File: config.mk
export PLATFORM = sky130hd
export DESIGN_NAME = cache_rw_ri
export DESIGN_NICKNAME = d
export VERILOG_FILES = /design/src/rtl/cache_rw_ri.sv
export SDC_FILE = /design/constraint.sdc
export NUM_CORES = 1
export LEC_CHECK = 0
export CORE_AREA = 2 2 127 129
export DETAILED_ROUTE_END_ITERATION = 8
export DIE_AREA = 0 0 129 131
export PLACE_DENSITY = 0.78
export SLEW_MARGIN = 5
export SYNTH_ARGS = -nofsm -noshare
export SYNTH_HDL_FRONTEND = slang
export SYNTH_SLANG_ARGS = --single-unit
File: constraint.sdc
create_clock -name clk -period 3.6 [get_ports clk]
set_input_delay 0.72 -clock clk [delete_from_list [all_inputs] [get_ports clk]]
set_output_delay 0.72 -clock clk [all_outputs]
set_load 0.02 [all_outputs]
File: src/rtl/cache_rw_ri.sv
// Refill / IO engine behind cache_rw: uncached IO accesses and
// line refills with victim selection, partial-line merge and tag update.
module cache_rw_ri #(
   parameter int unsigned LINE_WORDS      = 16,
   parameter int unsigned DATA_ADDR_WIDTH = 9,
   parameter logic [3:0]  CMD_IORW        = 4'd1,
   parameter logic [3:0]  CMD_RB          = 4'd2
) (
   input  logic                       clk,
   input  logic                       rest,
   input  logic [3:0]                 cmd,
   input  logic                       cmd_valid,
   output logic                       cmd_ready,
   input  logic [31:0]                req_address,
   input  logic [3:0]                 req_byteEnable,
   input  logic                       req_read,
   input  logic                       req_write,
   input  logic [31:0]                req_writeData,
   input  logic                       isHaveFreeBlock,
   input  logic [1:0]                 freeBlockNum,
   input  logic [15:0]                dre_rDataAll,
   output logic [31:0]                m1_address,
   output logic [3:0]                 m1_byteEnable,
   output logic                       m1_read,
   output logic                       m1_write,
   output logic [31:0]                m1_writeData,
   input  logic                       m1_waitRequest,
   input  logic [31:0]                m1_readData,
   input  logic                       m1_readDataValid,
   output logic [DATA_ADDR_WIDTH-1:0] data_wAddr,
   output logic [1:0]                 data_wWay,
   output logic [31:0]                data_wData,
   output logic                       data_wEn,
   output logic [3:0]                 data_wByteEn,
   output logic [31:0]                tag_wData,
   output logic                       tag_wEn,
   output logic [15:0]                dre_wData,
   output logic                       dre_wEn,
   output logic [31:0]                io_readData,
   output logic                       io_readDataValid
);

   localparam int unsigned OFF = $clog2(LINE_WORDS);
   localparam int unsigned CW  = OFF + 1;
   localparam logic [CW-1:0] LW   = CW'(LINE_WORDS);
   localparam logic [CW-1:0] LAST = CW'(LINE_WORDS - 1);

   typedef enum logic [2:0] {
      IDLE, IO_REQ, IO_WAIT, RB_SEL, RB_XFER, RB_TAG, DONE
   } state_t;

   state_t        state_q, state_d;
   logic [31:0]   addr_q, addr_d;
   logic [3:0]    be_q, be_d;
   logic [31:0]   wdata_q, wdata_d;
   logic          rd_q, rd_d;
   logic          wr_q, wr_d;
   logic [1:0]    way_q, way_d;
   logic [1:0]    rr_q, rr_d;
   logic [3:0]    mask_q, mask_d;
   logic [15:0]   dre_q, dre_d;
   logic [CW-1:0] icnt_q, icnt_d;
   logic [CW-1:0] rcnt_q, rcnt_d;

   always_ff @(posedge clk) begin
      if (rest) begin
         state_q <= IDLE;
         addr_q  <= '0;
         be_q    <= '0;
         wdata_q <= '0;
         rd_q    <= 1'b0;
         wr_q    <= 1'b0;
         way_q   <= '0;
         rr_q    <= '0;
         mask_q  <= '0;
         dre_q   <= '0;
         icnt_q  <= '0;
         rcnt_q  <= '0;
      end else begin
         state_q <= state_d;
         addr_q  <= addr_d;
         be_q    <= be_d;
         wdata_q <= wdata_d;
         rd_q    <= rd_d;
         wr_q    <= wr_d;
         way_q   <= way_d;
         rr_q    <= rr_d;
         mask_q  <= mask_d;
         dre_q   <= dre_d;
         icnt_q  <= icnt_d;
         rcnt_q  <= rcnt_d;
      end
   end

   always_comb begin
      state_d          = state_q;
      addr_d           = addr_q;
      be_d             = be_q;
      wdata_d          = wdata_q;
      rd_d             = rd_q;
      wr_d             = wr_q;
      way_d            = way_q;
      rr_d             = rr_q;
      mask_d           = mask_q;
      dre_d            = dre_q;
      icnt_d           = icnt_q;
      rcnt_d           = rcnt_q;
      cmd_ready        = 1'b0;
      m1_address       = '0;
      m1_byteEnable    = '0;
      m1_read          = 1'b0;
      m1_write         = 1'b0;
      m1_writeData     = '0;
      data_wAddr       = '0;
      data_wWay        = way_q;
      data_wData       = '0;
      data_wEn         = 1'b0;
      data_wByteEn     = '0;
      tag_wData        = '0;
      tag_wEn          = 1'b0;
      dre_wData        = '0;
      dre_wEn          = 1'b0;
      io_readData      = '0;
      io_readDataValid = 1'b0;
      if (!rest) begin
         unique case (state_q)
            IDLE: begin
               if (cmd_valid) begin
                  addr_d  = req_address;
                  be_d    = req_byteEnable;
                  wdata_d = req_writeData;
                  rd_d    = req_read;
                  wr_d    = req_write;
                  if (cmd == CMD_IORW)
                     state_d = IO_REQ;
                  else if (cmd == CMD_RB)
                     state_d = RB_SEL;
                  else
                     state_d = DONE;
               end
            end
            IO_REQ: begin
               m1_address    = addr_q;
               m1_byteEnable = be_q;
               m1_writeData  = wdata_q;
               m1_write      = wr_q;
               m1_read       = rd_q & ~wr_q;
               if (!m1_waitRequest)
                  state_d = (rd_q & ~wr_q) ? IO_WAIT : DONE;
            end
            IO_WAIT: begin
               if (m1_readDataValid) begin
                  io_readData      = m1_readData;
                  io_readDataValid = 1'b1;
                  state_d          = DONE;
               end
            end
            RB_SEL: begin
               if (isHaveFreeBlock) begin
                  way_d = freeBlockNum;
               end else begin
                  way_d = rr_q;
                  rr_d  = rr_q + 2'd1;
               end
               mask_d  = dre_rDataAll[{way_d, 2'b00} +: 4];
               dre_d   = dre_rDataAll;
               icnt_d  = '0;
               rcnt_d  = '0;
               state_d = RB_XFER;
            end
            RB_XFER: begin
               // issue and return counters run independently
               if (icnt_q != LW) begin
                  m1_read       = 1'b1;
                  m1_byteEnable = 4'hF;
                  m1_address    = {addr_q[31:OFF+2],
                                   icnt_q[OFF-1:0], 2'b00};
                  if (!m1_waitRequest)
                     icnt_d = icnt_q + 1'b1;
               end
               if (m1_readDataValid && rcnt_q != LW) begin
                  data_wEn     = 1'b1;
                  data_wData   = m1_readData;
                  data_wByteEn = ~mask_q;
                  data_wAddr   = {addr_q[DATA_ADDR_WIDTH+1:OFF+2],
                                  rcnt_q[OFF-1:0]};
                  rcnt_d       = rcnt_q + 1'b1;
                  if (rcnt_q == LAST)
                     state_d = RB_TAG;
               end
            end
            RB_TAG: begin
               tag_wEn   = 1'b1;
               tag_wData = 32'({1'b1, addr_q[31:DATA_ADDR_WIDTH+2]});
               dre_wEn   = 1'b1;
               dre_wData = dre_q | (16'hF << {way_q, 2'b00});
               state_d   = DONE;
            end
            DONE: begin
               cmd_ready = 1'b1;
               state_d   = IDLE;
            end
            default: state_d = IDLE;
         endcase
      end
   end

endmodule

# == Word level (Yosys, flattened, before mapping) ==
# Index checks and enable logic that the tools add are counted.
# word_totals
register_bits,107
out_inout_bits,202
elab_cells,104
in_bits,130
# op_classes
add_sub_neg,3
bitwise_logic,5
muxes,56
eq_ne,18
n_shift,2
n_reduce_logical,8
# ops
cell,n
32-bit 2-to-1 mux,10
32-bit one-hot mux with 2 select lines,1
22-bit 2-to-1 mux,2
16-bit 2-to-1 mux,2
9-bit 2-to-1 mux,3
3-bit 2-to-1 mux,8
4-bit 2-to-1 mux,5
5-bit one-hot mux with 2 select lines,2
3-bit one-hot mux with 6 select lines,1
16-bit bitwise OR,1
16-bit by 5-bit variable part select with 4-bit output,1
4-bit by 4-bit << shifter with 16-bit output (first input constant),1
5-bit 2-to-1 mux,3
1-bit 2-to-1 mux,14
2-bit inequality test (second input constant),7
5-bit by 1-bit adder with 5-bit output (second input constant),2
5-bit inequality test (second input constant),2
3-bit equality test (second input constant),3
4-bit one-hot mux with 2 select lines,1
3-bit by 2-bit equality test with 1-bit output (second input constant),2
2-bit 2-to-1 mux,3
2-bit AND reduction,3
5-bit by 4-bit equality test with 1-bit output (second input constant),1
5-bit AND reduction,1
12 further kinds,13

# == Logic depth before layout (Yosys ltp) ==
# logic_depth
ltp_word,5
ltp_mapped,7
depth_no_buf,6

# == Least setup slack after synthesis ==
# OpenSTA, ideal clock, no wires.
# synth_path
path_type,in2out
startpoint,in m1_readDataValid
endpoint,out io_readData[22]
n_path_buf,2
stages,5
required_time_ns,2.880
arrival_time_ns,2.081
setup_slack_ns,0.799
path_cell_list,buf_2 > inv_1 > nor4_1 > clkbuf_1 > and2_1
# synth_between
elab_chain_cells,3
# synth_rtl
element,line,text
from (decl),29,"input logic m1_readDataValid,"
32-bit 2-to-1 mux,152,if (m1_readDataValid) begin
32-bit 2-to-1 mux,126,unique case (state_q)
32-bit 2-to-1 mux,125,if (!rest) begin
to (decl),39,"output logic [31:0] io_readData,"
# Every way passes these cells.

# == Worst setup path in the final report ==
# layout_path
startpoint,in m1_readDataValid
endpoint,out io_readData[28]
# Same word-level chain as after synthesis.

==> impl_metrics.json <==
{
  "firstDrtPassIters": 4,
  "met3_usage_pct": 6.64,
  "ant_nets": 0,
  "avgSynthCellArea_um2": 7.35,
  "wl_per_cell_um": 15.2,
  "num_antenna_cells": 0,
  "viasPerCell": 4.83,
  "synthTopCellsByArea": "dfxtp_1 (38%), nand2_1 (12%), and2_1 (10%)",
  "critPathArrivalTime_ps": 2630,
  "core_region_area_um2": 15600,
  "crit_path_end_kind": "output port",
  "outcome": "finished clean",
  "finalHoldViolCount": 0,
  "vias": 6209,
  "gr-usage-all-layers_pct": 22.2,
  "port_buffers": 321,
  "use_met2_pct": 39.1,
  "grtUsageMet1_pct": 25.7,
  "cts_tree": "yes",
  "synth_area_leader_cell": "dfxtp_1",
  "cts_hold_buffers": 0,
  "drive_above_1_share_pct": 4.67,
  "nFillCells": 1443,
  "drt_iter0_drc": 288,
  "synth-async-reset-ratio_pct": 0,
  "nets": 1200,
  "post-dp-hpwl_um": 14600,
  "synth_edf_count": 0,
  "clock_skew_ps": 5.57,
  "tightestPinTransition_ps": 873,
  "cts.clk_slew.worst_paths_ps": 70,
  "clkSinkCount": 107,
  "leakagePower_nw": 3.49,
  "clockRootBuffer": "clkbuf_16",
  "cp.required_ps": 2880,
  "rows": 46,
  "start_util_pct": 36.6,
  "grt_pass1_vias": 5676,
  "ys.flop_type": "dfxtp_1",
  "clk_path_buf_depth": 2,
  "holdPathStages": 2,
  "die_x_um": 129,
  "finalCriticalPeriod_ps": 3350,
  "setup.worst_path.start_class": "primary input",
  "synthToLayoutAreaGrowth_pct": 64.2,
  "fmax_mhz": 299,
  "die_h_um": 131,
  "mostFrequentLayoutCell": "clkdlybuf4s50_1",
  "busiest_layer": "met2",
  "antenna_found_initial": 1,
  "htreeDepth": 3,
  "ir_worst_vdd_mv": 0.288,
  "p_per_area_nw_per_um2": 423,
  "netlist_area_um2": 5710,
  "post_cts_buffers": 0,
  "drt-total-wl_um": 19600,
  "numCtsBuffers": 9,
  "fin_hold_ws_ps": 452,
  "overflow": 0,
  "cap_violations": 0,
  "crit_fanout": 33,
  "finalCritPeriodShare_pct": 93.0,
  "clock_latency_ps": 350,
  "ios": 332,
  "finalSetupTns_ps": 0,
  "grt_max_degree": 71,
  "finalPower_mw": 3.97,
  "grt_setup_unrepaired": "false",
  "layout_common_cells": "clkdlybuf4s50_1 (320), nand2_1 (182), a21oi_1 (108), dfxtp_1 (107), and2_1 (92)",
  "fp.dieArea_um2": 16900,
  "cts_resized": 0,
  "critical_path_class": "primary input to output port",
  "grt_pass1_wl_um": 29700,
  "setup_viol": 0,
  "ys_warn_count": 0,
  "reg2reg_depth": 3,
  "synthCells": 777,
  "synth.yosys.seq_area_share_pct": 37.5,
  "slew_headroom_pct": 41.6,
  "synth_top_area_share_pct": 37.5,
  "ys_ff_latch": 107,
  "drc_errors": 0,
  "globalplace.congestion": 0.817,
  "synth.distinct_cells": 50,
  "hold_class": "register to register",
  "finalMaxSlewViolations": 0
}
==> layout make-up <==
class	count	area (um^2)	share of cell area (%)
clock buffer	11	253	2.69
multi-input combinational	595	3260	34.7
inverter	11	41.3	0.440
clock inverter	5	45.0	0.480
timing repair buffer	341	3370	36.0
sequential	107	2140	22.8
tap	216	270	2.88
==> kinds of logic (layout without fill, tap and decap cells) <==
| family | after synthesis | count (layout) | synth area share, % |
|---|---|---|---|
| AND/OR/NAND/NOR | 431 | 431 | 39.0 |
| buffers and inverters | 84 | 368 | 6.51 |
| flip-flops | 107 | 107 | 37.5 |
| other | 1 | 10 | 0.0657 |
| multiplexers | 13 | 13 | 2.37 |
| AO/OA/AOI/OAI | 135 | 135 | 13.3 |
| XOR/XNOR | 1 | 1 | 0.153 |
| adder cells (fa/ha/maj) | 5 | 5 | 1.10 |
==> worst paths after layout <==
kind | startpoint | end | slack (ps)
setup / recovery | m1_readDataValid | io_readData[28] | 250
hold / removal | wdata_q[11]$_SDFFE_PP0P_ | wdata_q[11]$_SDFFE_PP0P_ | 450
setup reg to reg | state_q[1]$_SDFFE_PP0P_ | mask_q[0]$_SDFFE_PP0P_ | 1410
hold reg to reg | wdata_q[11]$_SDFFE_PP0P_ | wdata_q[11]$_SDFFE_PP0P_ | 450
==> cells in the mapped netlist (5+ instances only) <==
cell type / number
ha_1: 5
inv_1: 9
nand3_1: 8
nor2_1: 43
o311ai_0: 5
clkbuf_1: 52
and2_1: 92
and3_1: 36
buf_4: 12
nand2_1: 182
dfxtp_1: 107
or3_1: 6
a21oi_1: 109
or4_1: 6
buf_2: 6
nor3b_1: 26
mux2i_1: 11
==> layer usage <==
layer,vias up,share of wire [%]
met5,-,0.066
met4,2,2.4
met3,34,8.2
met2,229,50
met1,2786,40
li1,3158,-
==> report_power, final <==
part	internal [mW]	switching [mW]	total, mW
registers	1.37	0.127	1.49
clock network	0.518	0.477	0.995
logic	0.625	0.858	1.48
==> registers in the layout, indices dropped and copies added (netlist names) <==
register / flops
addr_q: 32
be_q: 4
data_wWay: 2
dre_q: 16
icnt_q: 5
mask_q: 4
rcnt_q: 5
rd_q: 1
rr_q: 2
state_q: 3
wdata_q: 32
wr_q: 1
==> worst max-delay path: stages <==
cell             delay [ps]
clkdlybuf4s50_1         480
inv_1                    90
nor4_2                  250
buf_4                   320
and2_1                  170
clkdlybuf4s50_1         610
==> metrics by stage <==
step	setup slack [ps]	instance area, um^2	util, %	cells
floorplan	799	5750	-	786
global placement	336	9080	58.2	1270
detailed placement	255	9080	58.2	1270
CTS	256	9380	60.1	1286
global route	92.7	9380	60.1	1286
finish	253	9380	60.1	1286
No activity file was read; power rests on OpenSTA's default activity.
